### src/rtl/spi_target_pkg.sv
// Shared constants and types for the SPI target.
package spi_target_pkg;

  localparam int BYTE_W = 8;
  localparam int CNT_W  = $clog2(BYTE_W);

  typedef enum logic {
    IDLE   = 1'b0,
    ACTIVE = 1'b1
  } state_e;

endpackage

### src/rtl/spi_target_rx_fifo.sv
// Receive FIFO: a push while full is dropped unless a pop happens in the same cycle.
module spi_target_rx_fifo
  import spi_target_pkg::*;
#(
  parameter int DEPTH = 16
) (
  input  logic              Mclk,
  input  logic              nReset,
  input  logic              push_i,
  input  logic [BYTE_W-1:0] push_data_i,
  input  logic              pop_i,
  output logic [BYTE_W-1:0] head_o,
  output logic              full_o,
  output logic              empty_o,
  output logic              overflow_o
);

  localparam int AW = $clog2(DEPTH);
  localparam logic [AW:0] PTR_ONE = {{AW{1'b0}}, 1'b1};

  logic [AW:0]       wr_ptr_q, wr_ptr_d;
  logic [AW:0]       rd_ptr_q, rd_ptr_d;
  logic              overflow_q, overflow_d;
  logic [BYTE_W-1:0] mem_q [DEPTH];
  logic              do_push, do_pop;

  assign empty_o    = (wr_ptr_q == rd_ptr_q);
  assign full_o     = (wr_ptr_q[AW] != rd_ptr_q[AW]) &&
                      (wr_ptr_q[AW-1:0] == rd_ptr_q[AW-1:0]);
  assign head_o     = empty_o ? '0 : mem_q[rd_ptr_q[AW-1:0]];
  assign overflow_o = overflow_q;

  // When full, a simultaneous pop frees the slot the push is about to write.
  always_comb begin
    do_pop     = pop_i & ~empty_o;
    do_push    = push_i & (~full_o | do_pop);
    overflow_d = push_i & full_o & ~do_pop;
    wr_ptr_d   = do_push ? wr_ptr_q + PTR_ONE : wr_ptr_q;
    rd_ptr_d   = do_pop  ? rd_ptr_q + PTR_ONE : rd_ptr_q;
  end

  // Pointer and overflow-pulse registers.
  always_ff @(posedge Mclk or negedge nReset) begin
    if (!nReset) begin
      wr_ptr_q   <= '0;
      rd_ptr_q   <= '0;
      overflow_q <= 1'b0;
    end else begin
      wr_ptr_q   <= wr_ptr_d;
      rd_ptr_q   <= rd_ptr_d;
      overflow_q <= overflow_d;
    end
  end

  // Storage array; contents are only observed through a valid read pointer.
  always_ff @(posedge Mclk) begin
    if (do_push) begin
      mem_q[wr_ptr_q[AW-1:0]] <= push_data_i;
    end
  end

endmodule

### src/rtl/spi_target.sv
// SPI target, mode 0, LSB-first, 8-bit frames, oversampled from Mclk.
//
// state  | meaning
// IDLE   | spi_cs high; bus clock ignored, miso held at 0
// ACTIVE | spi_cs low; shifting bytes in on clk rise, out on clk fall
module spi_target
  import spi_target_pkg::*;
#(
  parameter int DEPTH       = 16,
  parameter int SYNC_STAGES = 2
) (
  input  logic              Mclk,
  input  logic              nReset,
  input  logic              spi_clk,
  input  logic              spi_cs,
  input  logic              spi_mosi,
  output logic              spi_miso,
  input  logic [BYTE_W-1:0] Tx_data,
  input  logic              Tx_load,
  output logic              Tx_ready,
  output logic              Tx_underrun,
  output logic [BYTE_W-1:0] Rx_data,
  output logic              Rx_valid,
  input  logic              Rx_read,
  output logic              Rx_overflow,
  output logic              Frame_active
);

  logic [SYNC_STAGES-1:0] clk_sync_q, cs_sync_q, mosi_sync_q;
  logic                   clk_dly_q, cs_dly_q;
  logic                   clk_s, cs_s, mosi_s;
  logic                   clk_rise, clk_fall, cs_rise, cs_fall;

  state_e            state_q, state_d;
  logic [CNT_W-1:0]  cnt_q, cnt_d;
  logic [BYTE_W-1:0] rx_shift_q, rx_shift_d;
  logic [BYTE_W-1:0] tx_shift_q, tx_shift_d;
  logic              reload_q, reload_d;
  logic [BYTE_W-1:0] hold_q, hold_d;
  logic              hold_full_q, hold_full_d;
  logic              underrun_q, underrun_d;
  logic              push_q, push_d;
  logic [BYTE_W-1:0] push_byte_q, push_byte_d;
  logic              miso_q, miso_d;
  logic              consume;
  logic              fifo_full, fifo_empty;

  assign clk_s  = clk_sync_q[SYNC_STAGES-1];
  assign cs_s   = cs_sync_q[SYNC_STAGES-1];
  assign mosi_s = mosi_sync_q[SYNC_STAGES-1];

  assign clk_rise =  clk_s & ~clk_dly_q;
  assign clk_fall = ~clk_s &  clk_dly_q;
  assign cs_rise  =  cs_s  & ~cs_dly_q;
  assign cs_fall  = ~cs_s  &  cs_dly_q;

  assign spi_miso     = miso_q;
  assign Tx_ready     = ~hold_full_q;
  assign Tx_underrun  = underrun_q;
  assign Rx_valid     = ~fifo_empty;
  assign Frame_active = ~cs_s;

  // Bus synchronisers plus one delayed copy for edge detection; cs idles high.
  always_ff @(posedge Mclk or negedge nReset) begin
    if (!nReset) begin
      clk_sync_q  <= '0;
      cs_sync_q   <= '1;
      mosi_sync_q <= '0;
      clk_dly_q   <= 1'b0;
      cs_dly_q    <= 1'b1;
    end else begin
      clk_sync_q  <= {clk_sync_q[SYNC_STAGES-2:0], spi_clk};
      cs_sync_q   <= {cs_sync_q[SYNC_STAGES-2:0], spi_cs};
      mosi_sync_q <= {mosi_sync_q[SYNC_STAGES-2:0], spi_mosi};
      clk_dly_q   <= clk_s;
      cs_dly_q    <= cs_s;
    end
  end

  // Frame FSM, shift registers and transmit holding register.
  always_comb begin
    state_d     = state_q;
    cnt_d       = cnt_q;
    rx_shift_d  = rx_shift_q;
    tx_shift_d  = tx_shift_q;
    reload_d    = reload_q;
    hold_d      = hold_q;
    hold_full_d = hold_full_q;
    underrun_d  = 1'b0;
    push_d      = 1'b0;
    push_byte_d = push_byte_q;
    consume     = 1'b0;

    case (state_q)
      IDLE: begin
        if (cs_fall) begin
          state_d  = ACTIVE;
          consume  = 1'b1;
          cnt_d    = '0;
          reload_d = 1'b0;
        end
      end
      ACTIVE: begin
        if (cs_rise) begin
          // A partial byte is simply abandoned; it was never pushed.
          state_d  = IDLE;
          cnt_d    = '0;
          reload_d = 1'b0;
        end else begin
          if (clk_rise) begin
            rx_shift_d[cnt_q] = mosi_s;
            if (cnt_q == CNT_W'(BYTE_W - 1)) begin
              push_d      = 1'b1;
              push_byte_d = rx_shift_d;
              cnt_d       = '0;
              reload_d    = 1'b1;
            end else begin
              cnt_d = cnt_q + CNT_W'(1);
            end
          end
          if (clk_fall) begin
            if (reload_q) begin
              consume  = 1'b1;
              reload_d = 1'b0;
            end else begin
              tx_shift_d = tx_shift_q >> 1;
            end
          end
        end
      end
      default: state_d = IDLE;
    endcase

    // A consume wins over a same-cycle load, so the load is dropped.
    if (consume) begin
      tx_shift_d  = hold_full_q ? hold_q : '0;
      underrun_d  = ~hold_full_q;
      hold_full_d = 1'b0;
    end else if (Tx_load && !hold_full_q) begin
      hold_d      = Tx_data;
      hold_full_d = 1'b1;
    end

    miso_d = (state_q == ACTIVE) ? tx_shift_q[0] : 1'b0;
  end

  // Register update for the FSM and datapath.
  always_ff @(posedge Mclk or negedge nReset) begin
    if (!nReset) begin
      state_q     <= IDLE;
      cnt_q       <= '0;
      rx_shift_q  <= '0;
      tx_shift_q  <= '0;
      reload_q    <= 1'b0;
      hold_q      <= '0;
      hold_full_q <= 1'b0;
      underrun_q  <= 1'b0;
      push_q      <= 1'b0;
      push_byte_q <= '0;
      miso_q      <= 1'b0;
    end else begin
      state_q     <= state_d;
      cnt_q       <= cnt_d;
      rx_shift_q  <= rx_shift_d;
      tx_shift_q  <= tx_shift_d;
      reload_q    <= reload_d;
      hold_q      <= hold_d;
      hold_full_q <= hold_full_d;
      underrun_q  <= underrun_d;
      push_q      <= push_d;
      push_byte_q <= push_byte_d;
      miso_q      <= miso_d;
    end
  end

  spi_target_rx_fifo #(
    .DEPTH (DEPTH)
  ) u_rx_fifo (
    .Mclk        (Mclk),
    .nReset      (nReset),
    .push_i      (push_q),
    .push_data_i (push_byte_q),
    .pop_i       (Rx_read),
    .head_o      (Rx_data),
    .full_o      (fifo_full),
    .empty_o     (fifo_empty),
    .overflow_o  (Rx_overflow)
  );

  logic unused_full;
  assign unused_full = fifo_full;

endmodule
### config.mk
export PLATFORM = sky130hd
export DESIGN_NAME = spi_target
export DESIGN_NICKNAME = d
export VERILOG_FILES = /design/src/rtl/spi_target_pkg.sv /design/src/rtl/spi_target_rx_fifo.sv /design/src/rtl/spi_target.sv
export SDC_FILE = /design/constraint.sdc
export NUM_CORES = 1
export LEC_CHECK = 0
export CORE_MARGIN = 5
export CORE_UTILIZATION = 30
export DETAILED_ROUTE_END_ITERATION = 12
export PLACE_DENSITY = 0.49
export SYNTH_ARGS = -nofsm -noshare
export SYNTH_HDL_FRONTEND = slang
export SYNTH_SLANG_ARGS = --single-unit
### constraint.sdc
create_clock -name Mclk -period 3.3 [get_ports Mclk]
set_input_delay 0.825 -clock Mclk [delete_from_list [all_inputs] [get_ports Mclk]]
set_output_delay 0.825 -clock Mclk [all_outputs]
set_load 0.02 [all_outputs]
## After elaboration in Yosys (flattened, before gate mapping)

Memories as Yosys holds them, arrays and structs flattened.
Index checks and enable logic that the tools add are counted.

- Register bits: 60
- Bits in writable memories: 128
- Bits of input ports: 15
- Output and inout bits: 14
- Word-level logic and storage cells: 104
- Memories kept: 1

Memories:

| memory | depth | width | rd ports | clocked after Yosys merged registers in | wr ports | line | text |
|---|---|---|---|---|---|---|---|
| u_rx_fifo.mem_q | 16 | 8 | 1 | 0 | 1 | spi_target_rx_fifo.sv:24 | `logic [BYTE_W-1:0] mem_q [DEPTH];` |

- Add/sub/neg operators: 3
- $lt $le $gt $ge: 2
- Eq/ne operators: 8
- Mux-type cells: 39
- Bitwise logic cells: 20
- Reductions and logical operators: 12

Operators by type and width:

| cell | count |
|---|---|
| $mux W8 | 7 |
| $mux W1 | 22 |
| $mux W3 | 4 |
| $not A1 Y1 | 11 |
| $add A5 B1 Y5 const B | 2 |
| $and A1 B1 Y1 | 8 |
| $bwmux W8 | 1 |
| $reduce_and A4 Y1 | 2 |
| $pmux W1 S2 | 3 |
| $pmux W3 S2 | 1 |
| $reduce_bool A2 Y1 | 3 |
| $eq A5 B5 Y1 | 1 |
| $eq A4 B4 Y1 | 1 |
| $lt A3 B4 Y1 const B | 1 |
| $ne A2 B1 Y1 const B | 2 |
| $reduce_and A2 Y1 | 2 |
| $add A3 B1 Y3 const B | 1 |
| $demux W1 S3 | 1 |
| $eq A3 B3 Y1 const B | 1 |
| $ge A3 B1 Y1 const B | 1 |
| $logic_and A1 B1 Y1 | 3 |
| $ne A3 B3 Y1 const B | 1 |
| $reduce_and A3 Y1 | 1 |
| $ne A2 B2 Y1 const B | 1 |
| other kinds (3) | 3 |

## Depth between registers and ports, before layout

Gate-level depths: netlist of run 1.

- Word-level depth: 7
- Mapped depth: 7
- Mapped depth without buffers: 6

## Cells and area by module

A second synthesis of run 1 with hierarchy kept.

- Cells, all modules: 461
- Area, all modules: 7881.3 um2

Modules (own cells, without submodules):

| module | instances | cells an instance | area an instance (um2) | sequential area each (um2) |
|---|---|---|---|---|
| spi_target_rx_fifo | 1 | 273 | 5696.7 | 4119.0 |
| spi_target | 1 | 188 | 2184.6 | 1229.9 |

## Worst setup path after synthesis of run 1

No wires, ideal clock.

- Path kind: register to output
- From: register u_rx_fifo.rd_ptr_q[1]
- To: output port Rx_data[6]
- Arrival time: 1623 ps
- Required time: 2475 ps
- Setup slack: 852 ps
- Cell stages (with the launch flop): 7
- Path buffers: 3
- Path through: dfrtp_1 buf_6 buf_4 buf_4 mux4_2 o22ai_1 nor3_1

- Longest elaborated chain between the ends: 2
- Elaborated cells between the ends (all ways): 3
- Those cells by class: eq/ne: 1; mux: 1; memory: 1

RTL lines:

| element | line | text |
|---|---|---|
| start: declaration | spi_target_rx_fifo.sv:22 | `logic [AW:0] rd_ptr_q, rd_ptr_d;` |
| start signal: assignment | spi_target_rx_fifo.sv:50 | `rd_ptr_q <= rd_ptr_d;` |
| $mem_v2 Z16 W8 or $eq A5 B5 Y1 (tied branches) | - |  |
| $mux W8 (*) | spi_target_rx_fifo.sv:30 | `assign head_o = empty_o ? '0 : mem_q[rd_ptr_q[AW-1:0]];` |
| end: declaration | spi_target.sv:22 | `output logic [BYTE_W-1:0] Rx_data,` |

Mark *: on every way between the ends. The rest lies on a longest branch, timed or not.

## Worst setup path after layout of run 1

- From: register u_rx_fifo.rd_ptr_q[0]
- To: output port Rx_valid

- Longest elaborated chain between the ends: 2

RTL lines:

| element | line | text |
|---|---|---|
| $eq A5 B5 Y1 | spi_target_rx_fifo.sv:27 | `assign empty_o = (wr_ptr_q == rd_ptr_q);` |
| $not A1 Y1 | spi_target.sv:60 | `assign Rx_valid = ~fifo_empty;` |
| end: declaration | spi_target.sv:23 | `output logic Rx_valid,` |

No other way between the ends.

==> results of run 1 <==
==> registers in the layout, indices dropped and copies added (netlist names), 2 cells and up <==
signal and count:
u_rx_fifo.mem_q 128, clk_sync_q 2, u_rx_fifo.rd_ptr_q 5, cnt_q 3
mosi_sync_q 2, u_rx_fifo.wr_ptr_q 5, tx_shift_q 8, push_byte_q 8
cs_sync_q 2, rx_shift_q 8, hold_q 8
==> power by group through the flow <==
stage          logic (W)  registers [W]  clock network [W]
6_report         0.00138        0.00275            0.00206
4_1_cts          0.00142        0.00276            0.00210
3_3_place_gp     0.00134        0.00280                  0
2_1_floorplan   0.000952        0.00273                  0
3_5_place_dp     0.00136        0.00281                  0
5_1_grt          0.00151        0.00277            0.00221
==> cells in the mapped netlist, types with 2 or more instances <==
master,number
and2b_1,2
nor2_1,21
xor2_1,5
xnor2_2,2
a211oi_1,2
nor2b_1,7
dfrtp_1,57
nand2b_1,8
nand3_1,7
a31oi_1,2
ha_1,7
edfxtp_1,128
mux2i_1,9
o21bai_1,2
a22oi_1,2
nor3_1,10
nand2_1,35
buf_4,5
o22ai_1,10
o21ai_0,9
nor4b_1,2
and3_1,13
inv_1,7
a21oi_1,9
dfstp_2,3
a22o_1,3
mux2_2,8
buf_6,3
buf_2,6
mux2_4,8
clkbuf_1,9
nor4_1,4
xnor2_1,7
mux4_2,32
mux2_1,2
o21ai_1,7
and2_1,2
==> per-layer routing <==
| layer | vias up | wire [µm] | track usage |
|---|---|---|---|
| met5 | - | 0 | 0 |
| met4 | 0 | 173 | 0.0333 |
| met3 | 10 | 495 | 0.0261 |
| met2 | 59 | 7890 | 0.189 |
| met1 | 2115 | 7750 | 0.162 |
| li1 | 1890 | - | - |
==> what timing repair did <==
| item | 4_1_cts | 5_1_grt |
|---|---|---|
| endpoints found under the hold margin | 0 | 0 |
| pin swaps | 0 | 0 |
| hold buffers | 0 | 0 |
| resized for setup | 10 | 2 |
| setup endpoints to repair | 8 | 2 |
| buffers inserted | 2 | 0 |
| cloned | 1 | 0 |
==> area by class of cell <==
| cell class | instances | area (µm²) | area share |
|---|---|---|---|
| well taps | 330 | 413 | 0.0451 |
| clock inverters | 14 | 168 | 0.0183 |
| multi-input cells | 249 | 2240 | 0.244 |
| inverters | 8 | 30.0 | 0.00328 |
| clock buffers | 17 | 425 | 0.0464 |
| flip-flops and latches | 188 | 5360 | 0.584 |
| repair buffers | 56 | 533 | 0.0582 |
==> metrics by stage <==
stage               setup slack (ns)  area, µm²  std cells  hold slack, ns   util
CTS                           0.0137       9160        862           0.321  0.363
global placement               0.310       8510        828           0.333  0.337
global route                  0.0108       9160        862           0.333  0.363
finish                         0.109       9160        862           0.324  0.363
detailed placement             0.293       8510        828           0.336  0.337
floorplan                      0.852       7730        469           0.331      -
==> cell families after synthesis <==
kind of cell / share of synthesized area
AOI/OAI and AO/OA: 0.0437
xor gates and xnor gates: 0.0178
adders and majority gates: 0.0113
buffers and inverters: 0.0218
DFF: 0.692
muxes: 0.135
and+or+nand+nor: 0.0785
==> worst max-delay path by stage <==
stage / startpoint / cells after the start / to
after floorplan: u_rx_fifo.rd_ptr_q[1] / 6 / Rx_data[6]
after global placement: u_rx_fifo.rd_ptr_q[1] / 5 / Rx_data[6]
after detailed placement: u_rx_fifo.rd_ptr_q[1] / 5 / Rx_data[6]
after CTS: u_rx_fifo.rd_ptr_q[1] / 5 / Rx_data[7]
after global routing: u_rx_fifo.rd_ptr_q[0] / 7 / Rx_valid
final: u_rx_fifo.rd_ptr_q[0] / 7 / Rx_valid
==> layout by cell type, fill, tap and decap left out, drive strengths merged, types with 16 or more instances in the layout <==
cell	n
clkdlybuf4s50	19
o21ai	16
mux4	32
inv	16
edfxtp	128
nand2	36
nor2	21
dfrtp	57
mux2	18
clkbuf	17
buf	28
==> critical path, cell delays in order (launching register included) <==
cell and delay [ns]:
dfrtp_2 0.46, buf_4 0.18, xnor2_2 0.16, nand4_2 0.18, nor2_1 0.12, buf_4 0.23, inv_2 0.07, clkdlybuf4s50_1 0.55
==> results by group, run 1 <==
Clocking
  • CTS tree: done
  • Htree depth: 4
  • Clock tree root driver cell: clkbuf_16
  • Clk sinks: between 150 and 200
  • Bufs on Longest Clock Path: 2
  • Clock Latency Late Sink: 0.44 ns
  • Total CTS buffers: 17
  • CTS clock-pin slew for the worst setup and hold paths: approximately 0.07 ns

Timing
  • Final clock skew: between 0.02 and 0.025 ns
  • Worst-Margin Slew: 0.698 ns
  • RSZ-0062 raised after global routing: false
  • Final setup TNS: 0 ns
  • Slew Limit Fails: 0
  • Hold Vio Cnt, Final: 0
  • Crit path time final: 3.19 ns
  • FMAX: 0.313 GHz
  • Slew headroom: 0.534
  • Setup violators final: 0
  • Period utilization: 0.967

Route
  • DRT antenna net count: 0
  • Initial DRT Pass Iterations: 5
  • Wirelength per Cell: between 15 and 20 µm
  • Via density: 4.73
  • Initial DRC Count: 242
  • DRC viols: 0
  • Vias: just over 4000
  • WL final: around 16000 µm

Worst setup path
  • Flop2flop setup slack: 1.09 ns
  • RR Endpoint: u_rx_fifo.mem_q[9][3]
  • Startpoint types: flop
  • Worst r2r path cells: 6
  • Critical path arrival: 2.37 ns
  • Req. time, crit path: 2.47 ns
  • Max FO, Critical Path: 12
  • Worst r2r src: u_rx_fifo.rd_ptr_q[0]
  • Crit. End Element: output pin
  • Critical path type: flop to output pin

Floorplanning
  • Core box area: 25300 µm²
  • Die Area: 29100 µm²
  • Row Count: 58
  • Starting Density: 0.306
  • Die Wd: 171 µm
  • Chip Height: 171 µm
  • I/O pin total: 29

GRT
  • Pin count of the biggest net entering global routing: 28
  • Vias in the first global route: 4304
  • GRT overflow: 0
  • Total GRT Usage: 0.118
  • Initial antenna violation count: 0
  • First-pass GRT wire length: 25400 µm

Synth
  • Seq cells post-synth: 188
  • Cell taking the most area after synthesis: edfxtp_1
  • Predominant post-synthesis flop cell: edfxtp_1
  • Post-synth EDFFs: 128
  • Mapped Cells: between 400 and 500
  • Mapped cell area: slightly below 8000 µm²
  • Syn nets: between 400 and 500
  • Synth top area cells: edfxtp_1 (50%), dfrtp_1 (18%), mux4_2 (9.3%)
  • Post-synthesis sequential area ratio: 0.692
  • Share of the synthesized area in the top cell type: 0.497
  • Syn_area_per_cell: 16.5 µm²
  • Async S/R FF share, synth: 0.319
  • Ys Warns: 0
  • Synth unique cells: 51

Power
  • Leakage: ~3.6 nW
  • Flop pwr share: 0.445
  • Design internal power: approximately 0.0044 W
  • Net Sw Frac: 0.290
  • Clock Power Share: 0.332
  • Pwr dens: 675 nW/µm²
  • Pwr Total: between 0.006 and 0.007 W
  • Worst VDD drop: 0.396 mV
  • Logic pwr share: 0.223
  • Switch Pwr: roughly 0.0018 W

Outcome
  • Status: completed

Placed design
  • GP Congestion: 0.736
  • DP Wirelength: 10800 µm
  • IO Port Bufs: 28

Finish
  • # fillers: ~2400
  • P&R area growth vs syn: 18.5%
  • Diodes inserted: 0
  • Final #Nets: 542
  • Layout cells sized above 1: 0.241

Min path
  • Hold crit path type: primary input to asynchronous set/reset pin

Job
  • Max_cap viols: 0
Note: power is estimated with default switching activity, not from simulation.
==> run 2, diff against run 1 <==
--- a/config.mk
+++ b/config.mk
@@ -5,9 +5,11 @@
 export SDC_FILE = /design/constraint.sdc
 export NUM_CORES = 1
 export LEC_CHECK = 0
+export CAP_MARGIN = 25
 export CORE_MARGIN = 5
 export CORE_UTILIZATION = 30
 export DETAILED_ROUTE_END_ITERATION = 12
+export MAX_ROUTING_LAYER = met4
 export PLACE_DENSITY = 0.49
 export SYNTH_ARGS = -nofsm -noshare
 export SYNTH_HDL_FRONTEND = slang
==> results by group, run 2 (same netlist as run 1, synthesis figures left out) <==
Route
  • Vias: 4084 (+0.25%)
  • Initial DRC Count: 258 (+6.6%)
  • Via density: 4.74 (+0.25%)
  • WL final: 16300 µm (about the same)
  • Initial DRT Pass Iterations: 4 (-1)
  • DRT antenna net count: 0 (unchanged)
  • Wirelength per Cell: 18.9 µm (about the same)
  • DRC viols: 0 (unchanged)

Clocking
  • Hold buffer count at CTS: 0 (unchanged)
  • Clock tree root driver cell: clkbuf_16
  • Clock Latency Late Sink: 0.44 ns (about the same)
  • CTS tree: done
  • Htree depth: 4 (unchanged)
  • CTS clock-pin slew for the worst setup and hold paths: 0.07 ns (about the same)
  • Bufs on Longest Clock Path: 2 (unchanged)
  • Total CTS buffers: 17 (unchanged)
  • Clk sinks: 188 (unchanged)

GRT
  • Pin count of the biggest net entering global routing: 28 (unchanged)
  • GRT overflow: 0 (unchanged)
  • Vias in the first global route: 4295 (-0.21%)
  • Initial antenna violation count: 0 (unchanged)
  • Total GRT Usage: 0.121 (+0.00383)
  • First-pass GRT wire length: 25500 µm (+0.13%)

Worst setup path
  • Max FO, Critical Path: 12 (unchanged)
  • Req. time, crit path: 2.47 ns (about the same)
  • CP max-delay cell: clkdlybuf4s50_1
  • Critical Path Max Stage Delay: 0.55 ns (about the same)
  • Critical path arrival: 2.36 ns (about the same)
  • Worst path cell trace: buf_4 -> xnor2_2 -> nand4_2 -> nor2_1 -> buf_4 -> inv_2 -> clkdlybuf4s50_1
  • Startpoint types: flop
  • CP most frequent cell: buf_4
  • Crit. End Element: output pin
  • Critical path type: flop to output pin

Timing
  • Crit path time final: 3.19 ns (-0.000929 ns)
  • Period utilization: 0.967 (about the same)
  • FMAX: 0.314 GHz (about the same)
  • Slew Limit Fails: 0 (unchanged)
  • RSZ-0062 raised after global routing: false
  • Slew headroom: 0.541 (+0.00649)
  • Setup violators final: 0 (unchanged)
  • Final setup TNS: 0 ns (unchanged)
  • Hold Vio Cnt, Final: 0 (unchanged)
  • Worst-Margin Slew: 0.689 ns (-0.00974 ns)
  • Final clock skew: 0.0206 ns (-0.000605 ns)

Finish
  • Most frequent cells in the layout: edfxtp_1 (128), dfrtp_1 (54), nand2_1 (35)
  • Diodes inserted: 0 (unchanged)
  • Number of flip-flops in the largest register: 128 (unchanged)
  • Fin area: 9160 µm² (unchanged)
  • Layout cells sized above 1: 0.241 (unchanged)
  • Commonest non-fill, non-tap cell in the layout: edfxtp_1
  • # fillers: 2406 (unchanged)
  • Final #Nets: 542 (unchanged)
  • Non-Filler Instances: 862 (unchanged)
  • P&R area growth vs syn: 18.5% (unchanged)
  • Multi-input gate area: 2240 µm² (unchanged)
  • Storage cell area: 5360 µm² (unchanged)

Outcome
  • Status: completed

Power
  • Leakage: 3.62 nW (unchanged)
  • Pwr Total: 0.00618 W (-0.12%)
  • Worst VDD drop: 0.395 mV (about the same)
  • Pwr dens: 674 nW/µm² (-0.12%)

Floorplanning
  • Die Area: 29100 µm² (unchanged)
  • Chip Height: 171 µm (unchanged)
  • I/O pin total: 29 (unchanged)
  • Starting Density: 0.306 (unchanged)
  • Row Count: 58 (unchanged)
  • Core box area: 25300 µm² (unchanged)
  • Die Wd: 171 µm (unchanged)

Job
  • Max_cap viols: 0 (unchanged)

Placed design
  • DP Area: 8510 µm² (unchanged)
  • GP Congestion: 0.745 (+1.2%)
  • DP Wirelength: 10800 µm (unchanged)
  • Placed insts: 828 (unchanged)
  • IO Port Bufs: 28 (unchanged)

Min path
  • Hold crit path type: primary input to asynchronous set/reset pin
## run 2: area by class of cell
cell class              instances  area share
repair buffers                 56      0.0582
inverters                       8     0.00328
flip-flops and latches        188       0.584
clock buffers                  17      0.0464
well taps                     330      0.0451
clock inverters                14      0.0183
multi-input cells             249       0.244
## run 2: timing repair
item	4_1_cts	5_1_grt
setup buffers	2	0
gates cloned	1	0
endpoints found under the setup margin	8	2
resized for setup	10	2
hold endpoints to repair	0	0
## run 2: routing by layer
metal | vias up | routed length (µm) | share of wire | GRT usage
met5 | - | 0 | 0 | -
met4 | 0 | 125 | 0.0077 | 0.0333
met3 | 6 | 544 | 0.033 | 0.0256
met2 | 66 | 7910 | 0.48 | 0.189
met1 | 2125 | 7740 | 0.47 | 0.163
li1 | 1887 | - | - | -
## run 2: metrics by stage
stage / worst slack, ns / hold WS, ns / util
2_1_floorplan: 0.852 / 0.331 / -
3_3_place_gp: 0.310 / 0.333 / 0.337
3_5_place_dp: 0.293 / 0.336 / 0.337
4_1_cts: 0.0137 / 0.321 / 0.363
5_1_grt: 0.0102 / 0.333 / 0.363
6_report: 0.110 / 0.319 / 0.363
## run 2: path summary, 6_finish.rpt
path / start / to / slack, ns / cells past startpoint
hold / removal: nReset / Tx_underrun / 0.32 / 1
hold reg to reg: mosi_sync_q[0] / mosi_sync_q[1] / 0.35 / 0
setup reg to reg: u_rx_fifo.rd_ptr_q[0] / u_rx_fifo.mem_q[9][0] / 1.08 / 6
max in group asynchronous: nReset / push_byte_q[1] / 2.28 / 2
setup / recovery: u_rx_fifo.rd_ptr_q[0] / Rx_valid / 0.11 / 7
min in group Mclk: mosi_sync_q[0] / mosi_sync_q[1] / 0.35 / 0
## run 2: power breakdown
part / switching (W) / internal [W]
combinational: 0.000685 / 0.000688
sequential: 0.000136 / 0.00262
clock: 0.000969 / 0.00108
total: 0.00179 / 0.00439
## run 2: critical path, delay by kind of cell (launching register included)
kind                   cells  cell delay [ns]
XOR/XNOR                   1             0.16
buffers and inverters      4             1.03
flip-flops                 1             0.46
AND/OR/NAND/NOR            2             0.29
==> run 3, diff against run 2 <==
--- a/config.mk
+++ b/config.mk
@@ -5,7 +5,7 @@
 export SDC_FILE = /design/constraint.sdc
 export NUM_CORES = 1
 export LEC_CHECK = 0
-export CAP_MARGIN = 25
+export CAP_MARGIN = 20
 export CORE_MARGIN = 5
 export CORE_UTILIZATION = 30
 export DETAILED_ROUTE_END_ITERATION = 12
==> results of run 3 <==
Same layout as run 2: the final DEF is identical, and so are final timing and power.
